===== src/rtl/bsnet_pkg.sv =====
// Shared types and helpers for the bitstream network blocks.
package bsnet_pkg;

  typedef enum logic [1:0] {
    IDLE  = 2'd0,
    ACCUM = 2'd1,
    DONE  = 2'd2
  } bsdec_state_t;

  function automatic int count_width(input int len);
    return $clog2(len + 1);
  endfunction

endpackage


===== src/rtl/bitstream_decoder_ones_counter.sv =====
// Per-channel ones counter: synchronous clear has priority over counting.
module ones_counter #(
  parameter int COUNT_W = 5
) (
  input  logic               clk,
  input  logic               n_rst,
  input  logic               clr,
  input  logic               en,
  input  logic               bit_in,
  output logic [COUNT_W-1:0] count
);

  logic [COUNT_W-1:0] count_q, count_d;

  always_comb begin
    count_d = count_q;
    if (clr)
      count_d = '0;
    else if (en && bit_in)
      count_d = count_q + 1'b1;
  end

  always_ff @(posedge clk) begin
    if (n_rst)
      count_q <= '0;
    else
      count_q <= count_d;
  end

  assign count = count_q;

endmodule


===== src/rtl/bitstream_decoder.sv =====
// Bitstream-to-binary decoder: counts ones per channel over a window of valid samples.
// Optional back-to-back windowing via BITSTREAM_DECODER_CONTINUOUS_EN.
module bitstream_decoder
  import bsnet_pkg::*;
#(
  parameter int NUM_CH     = 2,
  parameter int WINDOW_LEN = 16,
  parameter int COUNT_W    = count_width(WINDOW_LEN)
) (
  input  logic                      clk,
  input  logic                      n_rst,
  input  logic [NUM_CH-1:0]         bit_in,
  input  logic                      bit_valid,
  input  logic                      start,
  output logic [NUM_CH*COUNT_W-1:0] value_out,
  output logic                      out_valid,
  input  logic                      out_ready,
  output logic                      busy,
  output logic                      overrun
);

  localparam int SAMP_W = $clog2(WINDOW_LEN);

  bsdec_state_t              state_q, state_d;
  logic [SAMP_W-1:0]         samp_q, samp_d;
  logic [NUM_CH*COUNT_W-1:0] value_q, value_d;
  logic                      out_valid_q, out_valid_d;
  logic                      cnt_clr, cnt_en;
  logic                      window_done;
  logic [NUM_CH*COUNT_W-1:0] final_cnt;
  logic [COUNT_W-1:0]        cnt [NUM_CH];

  for (genvar k = 0; k < NUM_CH; k++) begin : g_ch
    ones_counter #(
      .COUNT_W(COUNT_W)
    ) u_cnt (
      .clk   (clk),
      .n_rst (n_rst),
      .clr   (cnt_clr),
      .en    (cnt_en),
      .bit_in(bit_in[k]),
      .count (cnt[k])
    );
  end

`ifdef BITSTREAM_DECODER_CONTINUOUS_EN
  logic overrun_q, overrun_d;
`endif

  always_comb begin
    state_d     = state_q;
    samp_d      = samp_q;
    value_d     = value_q;
    out_valid_d = out_valid_q;
    cnt_clr     = 1'b0;
    cnt_en      = 1'b0;
`ifdef BITSTREAM_DECODER_CONTINUOUS_EN
    overrun_d   = overrun_q;
`endif

    window_done = (state_q == ACCUM) && bit_valid &&
                  (samp_q == SAMP_W'(WINDOW_LEN - 1));
    // Result includes the completing sample, which the counters have not yet absorbed.
    final_cnt = '0;
    for (int unsigned k = 0; k < NUM_CH; k++)
      final_cnt[k*COUNT_W +: COUNT_W] = cnt[k] + COUNT_W'(bit_in[k]);

    case (state_q)
      IDLE: begin
        if (start) begin
          cnt_clr = 1'b1;
          samp_d  = '0;
          state_d = ACCUM;
        end
      end
      ACCUM: begin
        if (bit_valid) begin
          cnt_en = 1'b1;
          samp_d = samp_q + 1'b1;
          if (window_done) begin
            samp_d = '0;
`ifdef BITSTREAM_DECODER_CONTINUOUS_EN
            cnt_clr = 1'b1;
`else
            value_d     = final_cnt;
            out_valid_d = 1'b1;
            state_d     = DONE;
`endif
          end
        end
      end
      DONE: begin
        if (out_ready) begin
          out_valid_d = 1'b0;
          if (start) begin
            cnt_clr = 1'b1;
            samp_d  = '0;
            state_d = ACCUM;
          end else begin
            state_d = IDLE;
          end
        end
      end
      default: state_d = IDLE;
    endcase

`ifdef BITSTREAM_DECODER_CONTINUOUS_EN
    // Output register runs independently of accumulation; a full unaccepted slot drops the new result.
    if (out_valid_q && out_ready)
      out_valid_d = 1'b0;
    if (window_done) begin
      if (!out_valid_q || out_ready) begin
        value_d     = final_cnt;
        out_valid_d = 1'b1;
      end else begin
        overrun_d = 1'b1;
      end
    end
`endif
  end

  always_ff @(posedge clk) begin
    if (n_rst) begin
      state_q     <= IDLE;
      samp_q      <= '0;
      value_q     <= '0;
      out_valid_q <= 1'b0;
`ifdef BITSTREAM_DECODER_CONTINUOUS_EN
      overrun_q   <= 1'b0;
`endif
    end else begin
      state_q     <= state_d;
      samp_q      <= samp_d;
      value_q     <= value_d;
      out_valid_q <= out_valid_d;
`ifdef BITSTREAM_DECODER_CONTINUOUS_EN
      overrun_q   <= overrun_d;
`endif
    end
  end

  assign value_out = value_q;
  assign out_valid = out_valid_q;
  assign busy      = (state_q == ACCUM);
`ifdef BITSTREAM_DECODER_CONTINUOUS_EN
  assign overrun   = overrun_q;
`else
  assign overrun   = 1'b0;
`endif

endmodule


===== config.mk =====
export PLATFORM = sky130hd
export DESIGN_NAME = bitstream_decoder
export DESIGN_NICKNAME = d
export VERILOG_FILES = /design/src/rtl/bsnet_pkg.sv /design/src/rtl/bitstream_decoder_ones_counter.sv /design/src/rtl/bitstream_decoder.sv
export SDC_FILE = /design/constraint.sdc
export NUM_CORES = 1
export LEC_CHECK = 0
export ABC_AREA = 1
export CAP_MARGIN = 15
export CORE_MARGIN = 2
export CORE_UTILIZATION = 40
export CTS_CLUSTER_DIAMETER = 150
export DETAILED_ROUTE_END_ITERATION = 8
export PLACE_DENSITY_LB_ADDON = 0.2
export SYNTH_ARGS = -nofsm -noshare
export SYNTH_HDL_FRONTEND = slang
export SYNTH_SLANG_ARGS = --single-unit

===== constraint.sdc =====
create_clock -name clk -period 1.23 [get_ports clk]
set_input_delay 0.123 -clock clk [delete_from_list [all_inputs] [get_ports clk]]
set_output_delay 0.123 -clock clk [all_outputs]
set_load 0.1 [all_outputs]

=== Word level (Yosys, flattened, before mapping) ===
Cells that the tools add are included.
W data, S select, Z words.

* Add/subtract/negate cells: 5
* $mul: 0
* Div/mod/pow operators: 0
* Order comparisons: 0
* Eq/ne operators: 7
* Shifts and indexed selects: 0
* Mux-type cells: 20
* Bitwise operators: 0
* Reductions and logical operators: 12

{| class="wikitable"
|+ Operators with widths
! operator !! count
|-
| $mux W4 || 4
|-
| $pmux W4 S3 || 1
|-
| $add A5 B1 Y5 || 2
|-
| $add A5 B1 Y5 const B || 2
|-
| $mux W1 || 8
|-
| $mux W2 || 4
|-
| $reduce_and A4 Y1 || 2
|-
| $ne A2 B2 Y1 const B || 3
|-
| $pmux W2 S3 || 1
|-
| $reduce_and A3 Y1 || 2
|-
| $add A4 B1 Y4 const B || 1
|-
| $eq A4 B4 Y1 const B || 1
|-
| $logic_and A1 B1 Y1 || 4
|-
| $pmux W1 S2 || 2
|-
| $reduce_bool A3 Y1 || 1
|-
| $eq A2 B1 Y1 const B || 1
|-
| $eq A2 B2 Y1 const B || 1
|-
| $logic_not A2 Y1 || 1
|-
| $ne A2 B1 Y1 const B || 1
|-
| $reduce_bool A2 Y1 || 1
|-
| $reduce_or A2 Y1 || 1
|}

* Register bits: 27
* Latch bits: 0
* Memory bits (writable): 0
* Bits in read-only memories: 0
* Bits of input ports: 7
* Logic and storage cells: 50
* Memories: 0

=== Logic depth before layout (Yosys ltp) ===
* Word-level depth: 6
* Depth in mapped cells: 8
* Gate-level depth less buffers: 8

=== Hierarchy ===
Synthesis repeated with hierarchy kept, for this count alone.

* Cell total of the unflattened synthesis: 178
* Area total of the unflattened synthesis: 1391.3 um2

{| class="wikitable"
|+ Modules (own cells, without submodules)
! module !! times used !! cells each !! area an instance (um2)
|-
| bitstream_decoder || 1 || 110 || 863.3
|-
| ones_counter || 2 || 34 || 264.0
|}

=== Worst setup path before layout ===
No wires, ideal clock.

* Kind: register to register
* From: register state_q[0]
* To: register out_valid_q, in the netlist out_valid
* Setup time: 0.066 ns
* Arrival time: 1.520 ns
* Setup slack: -0.356 ns
* Stages on the path, launching flop included: 8
* Clock period less this slack: 1.586 ns
* Path through: dfxtp_1 > inv_2 > nor2_4 > nand2_2 > nor2_4 > buf_6 > o21ai_1 > nor2_1

* Longest elaborated chain between the ends: 5
* Elaborated cells between the ends (all ways): 10
* Classes of those cells: 5 x eq/ne; 1 x mux; 4 x reduce/logical

{| class="wikitable"
|+ RTL lines
! element !! line !! RTL
|-
| start, declared || bitstream_decoder.sv:24 || <nowiki>bsdec_state_t state_q, state_d;</nowiki>
|-
| start signal, assigned || bitstream_decoder.sv:132 || <nowiki>state_q <= state_d;</nowiki>
|-
| $eq A2 B1 Y1 * || - ||
|-
| net busy || bitstream_decoder.sv:18 || <nowiki>output logic busy,</nowiki>
|-
| $logic_and A1 B1 Y1 (2 in a row) || bitstream_decoder.sv:61 || <nowiki>window_done = (state_q == ACCUM) && bit_valid &&</nowiki>
|-
| $ne A2 B1 Y1 (no line) || - ||
|-
| $reduce_and A4 Y1 (no line) || - ||
|-
| end signal, assigned || bitstream_decoder.sv:135 || <nowiki>out_valid_q <= out_valid_d;</nowiki>
|-
| end, declared || bitstream_decoder.sv:27 || <nowiki>logic out_valid_q, out_valid_d;</nowiki>
|}

Mark *: on every way through the listed nets, which the timed path passes. The rest lies on a longest branch.
A chain may end at the register's enable or synchronous reset.

=== Worst setup path after layout ===
* From: register state_q[1]
* To: output port busy

* Longest elaborated chain between the ends: 1

{| class="wikitable"
|+ RTL lines
! element !! line !! RTL
|-
| $eq A2 B1 Y1 || bitstream_decoder.sv:144 || <nowiki>assign busy = (state_q == ACCUM);</nowiki>
|-
| end, declared || bitstream_decoder.sv:18 ||
|}

No other way between the ends.

==> impl_metrics.py <==
metrics = {
    "worst_hold_path": {
        "worst_hold_path_type": "primary input to register",
    },
    "critical_path": {
        "slowest_stage": "dfxtp_2",
        "end_kind": "output pin",
        "crit_path_cell_trace": "buf_6, nor2_4, buf_6, buf_12",
        "path_common_cell": "buf_6",
        "crit_type": "register to output pin",
        "critPathMaxStageDelay_ps": 360,
        "worst_setup_path_start_kind": "register",
        "critPathMaxFanout": 2,
        "cp.required_ps": 1110,
        "worstPathArrival_ps": 1170,
    },
    "floorplanning": {
        "initial_core_util_pct": 42.17,
        "die_area_um2": 3689,
        "coreArea_um2": 3053,
        "io_pins": 20,
        "die-height_um": 60.74,
        "die_w_um": 60.74,
        "row_count": 20,
    },
    "yosys": {
        "synth_area_um2": 1287,
        "yosysMostFrequentCell": "dfxtp_1",
        "ys.flop_type": "dfxtp_1",
        "synthMuxAreaShare_pct": 0,
        "synth_area_leader_cell": "dfxtp_1",
        "synthTopCellsByCount": "dfxtp_1 (27), nand2_1 (24), a21oi_1 (21)",
        "ys_ff_latch": 27,
        "synth_edf_count": 0,
        "postSynth.asyncResetShare_pct": 0,
        "synth_compound_area_share_pct": 14.58,
        "synth-seq-area-share_pct": 41.98,
        "yosys.area_share.simple_pct": 23.62,
        "synth_fa_ha_area_share_pct": 6.803,
        "synth_top_family_by_area": "simple AND/OR/NAND/NOR gates",
        "syn_inst": 170,
        "ys_warn_count": 0,
        "synth.top_cell.area_share_pct": 41.98,
        "syn-num-nets": 184,
        "yosysUniqueCellTypes": 22,
        "yosys-top-cells-area": "dfxtp_1 (42%), a21oi_1 (8.2%), nand2_1 (7.0%)",
        "synth_xor_xnor_area_share_pct": 5.442,
        "synth_area_per_cell_um2": 7.573,
    },
    "placement": {
        "numPortBuffers": 18,
        "dp_slack_ps": -240.8,
        "dp_cells": 244,
        "gp_congestion": 0.8092,
        "dp_hpwl_um": 2189,
        "place_area_um2": 1742,
    },
    "route": {
        "ant_nets": 0,
        "drt-total-wl_um": 3086,
        "viasPerCell": 4.902,
        "first_pass_iters": 4,
        "wl_per_cell_um": 12.05,
        "via_count": 1255,
        "first_iter_violations": 29,
        "drcViolationCount": 0,
    },
    "cts": {
        "numClockSinks": 27,
        "clock_latency_ps": 330,
        "tritoncts": "built",
        "cts_buffer_depth": 2,
        "numCtsBuffers": 3,
        "clk_pin_slew_ps": 150,
        "clockRootBuffer": "clkbuf_4",
        "h-tree-depth": 1,
    },
    "cells_and_area": {
        "stdcell_area_um2": 1999,
        "drive_above_1_share_pct": 37.26,
        "fin_nets": 227,
        "layout.cells.non_filler": 256,
        "n_antenna_cell": 0,
        "area_growth_pct": 55.30,
    },
    "global_routing": {
        "gr-usage-met2_pct": 29.03,
        "use_met1_pct": 23.03,
        "met3_usage_pct": 1.919,
        "antenna_found_initial": 0,
        "grtUsageTotal_pct": 17.39,
        "grt_busiest_layer": "met2",
        "overflow": 0,
        "grt_pass1_wl_um": 4781,
        "grt_pass1_vias": 1079,
        "grt_max_degree": 15,
    },
    "status": {
        "status": "finished, violations left",
        "violations": "negative setup slack",
    },
    "sta": {
        "fmax_mhz": 775.1,
        "setup_slack_ps": -60.24,
        "finalCriticalPeriod_ps": 1290,
        "drv_slew": 0,
        "period_share_pct": 104.9,
        "rsz0062_at_grt": "true",
        "setup_viol": 13,
        "final-hold-violation-count": 0,
        "skew_ps": 12.67,
    },
    "pwr": {
        "powerDensity_nw_per_um2": 767.0,
        "max-vdd-ir-drop_v": 0.0005740,
        "p_total_mw": 1.534,
        "total_leakage_power_nw": 0.8340,
    },
    "flow_run": {
        "maxCapViolCount": 0,
    },
}
sequential cells by signal (all words and copies together), names as in the netlist:
name,cells
value_out,10
state_q,2
out_valid,1
g_ch.u_cnt.count,10
samp_q,4
kinds of logic (layout without fill, tap and decap cells):
family / after synthesis / after routing
flip-flops: 27 / 27
other: 1 / 1
buffers and inverters: 22 / 64
XOR/XNOR: 8 / 8
AND/OR/NAND/NOR: 68 / 68
AO/OA/AOI/OAI: 37 / 37
adder cells (fa/ha/maj): 7 / 7
path summary, 6_finish.rpt:
check / start / cells past startpoint / slack, ps / to
worst max register to register: samp_q[0]$_SDFFE_PP0P_ / 6 / -40 / value_out[3]$_SDFFE_PP0P_
worst max-delay path: state_q[1]$_SDFFE_PP0P_ / 4 / -60 / busy
worst min-delay path: bit_in[0] / 3 / 490 / g_ch[0].u_cnt.count[0]$_SDFFE_PP0P_
worst min register to register: g_ch[1].u_cnt.count[0]$_SDFFE_PP0P_ / 2 / 510 / g_ch[1].u_cnt.count[0]$_SDFFE_PP0P_
critical path, delay by kind of cell, from the launching register on:
| kind | cells | cell delay [ps] |
|---|---|---|
| buffers and inverters | 3 | 380 |
| DFF | 1 | 360 |
| and+or+nand+nor | 1 | 90 |
layout by cell type (no fill, tap or decap):
master           count
a21oi_1             16
a21oi_2              5
buf_12              12
buf_4               18
buf_6                7
clkbuf_1             1
clkbuf_4             3
clkdlybuf4s50_1      6
conb_1               1
dfxtp_1             20
dfxtp_2              7
ha_1                 6
ha_2                 1
inv_1               12
inv_2                2
inv_4                2
inv_6                1
nand2_1             15
nand2_2              5
nand2_4              5
nand3_1             10
nand3_2              5
nand3_4              1
nand4_1              2
nor2_1              20
nor2_4               4
nor3_1               1
o21ai_0              4
o21ai_1             10
o21ai_4              1
o21bai_1             1
xnor2_1              4
xor2_1               4
through the flow:
stage,hold WS [ps],util [%],TNS [ps]
after floorplan,184.7,-,-4004
after global placement,497.0,57.05,-3197
after detailed placement,497.2,57.05,-3725
after CTS,454.0,61.43,-152.2
after global routing,493.4,65.49,-1557
final,488.7,65.49,-253.4
power breakdown:
group          switching (mW)  internal (mW)  total [mW]
logic                   0.143          0.107       0.250
clock network           0.267          0.127       0.394
registers             0.00555          0.883       0.889
total                   0.416           1.12        1.53
per-layer routing:
| metal | part of all wire (%) | vias to the layer above |
|---|---|---|
| met1 | 44 | 579 |
| li1 | - | 644 |
| met5 | 0 | - |
| met4 | 1.3 | 0 |
| met3 | 3.9 | 4 |
| met2 | 50 | 28 |
what timing repair did:
action	4_1_cts	5_1_grt
endpoints found under the setup margin	20	26
hold buffers	0	0
resized for setup	21	35
setup buffers	8	0
pin swaps	6	10
final cells by class:
class	instances	area, um^2
inverter	17	73.82
sequential	27	549.3
fill	252	1054
multi-input combinational	121	780.7
timing repair buffer	43	514.2
clock buffer	4	26.28
tap	44	55.05
(Power assumes the default switching activity.)
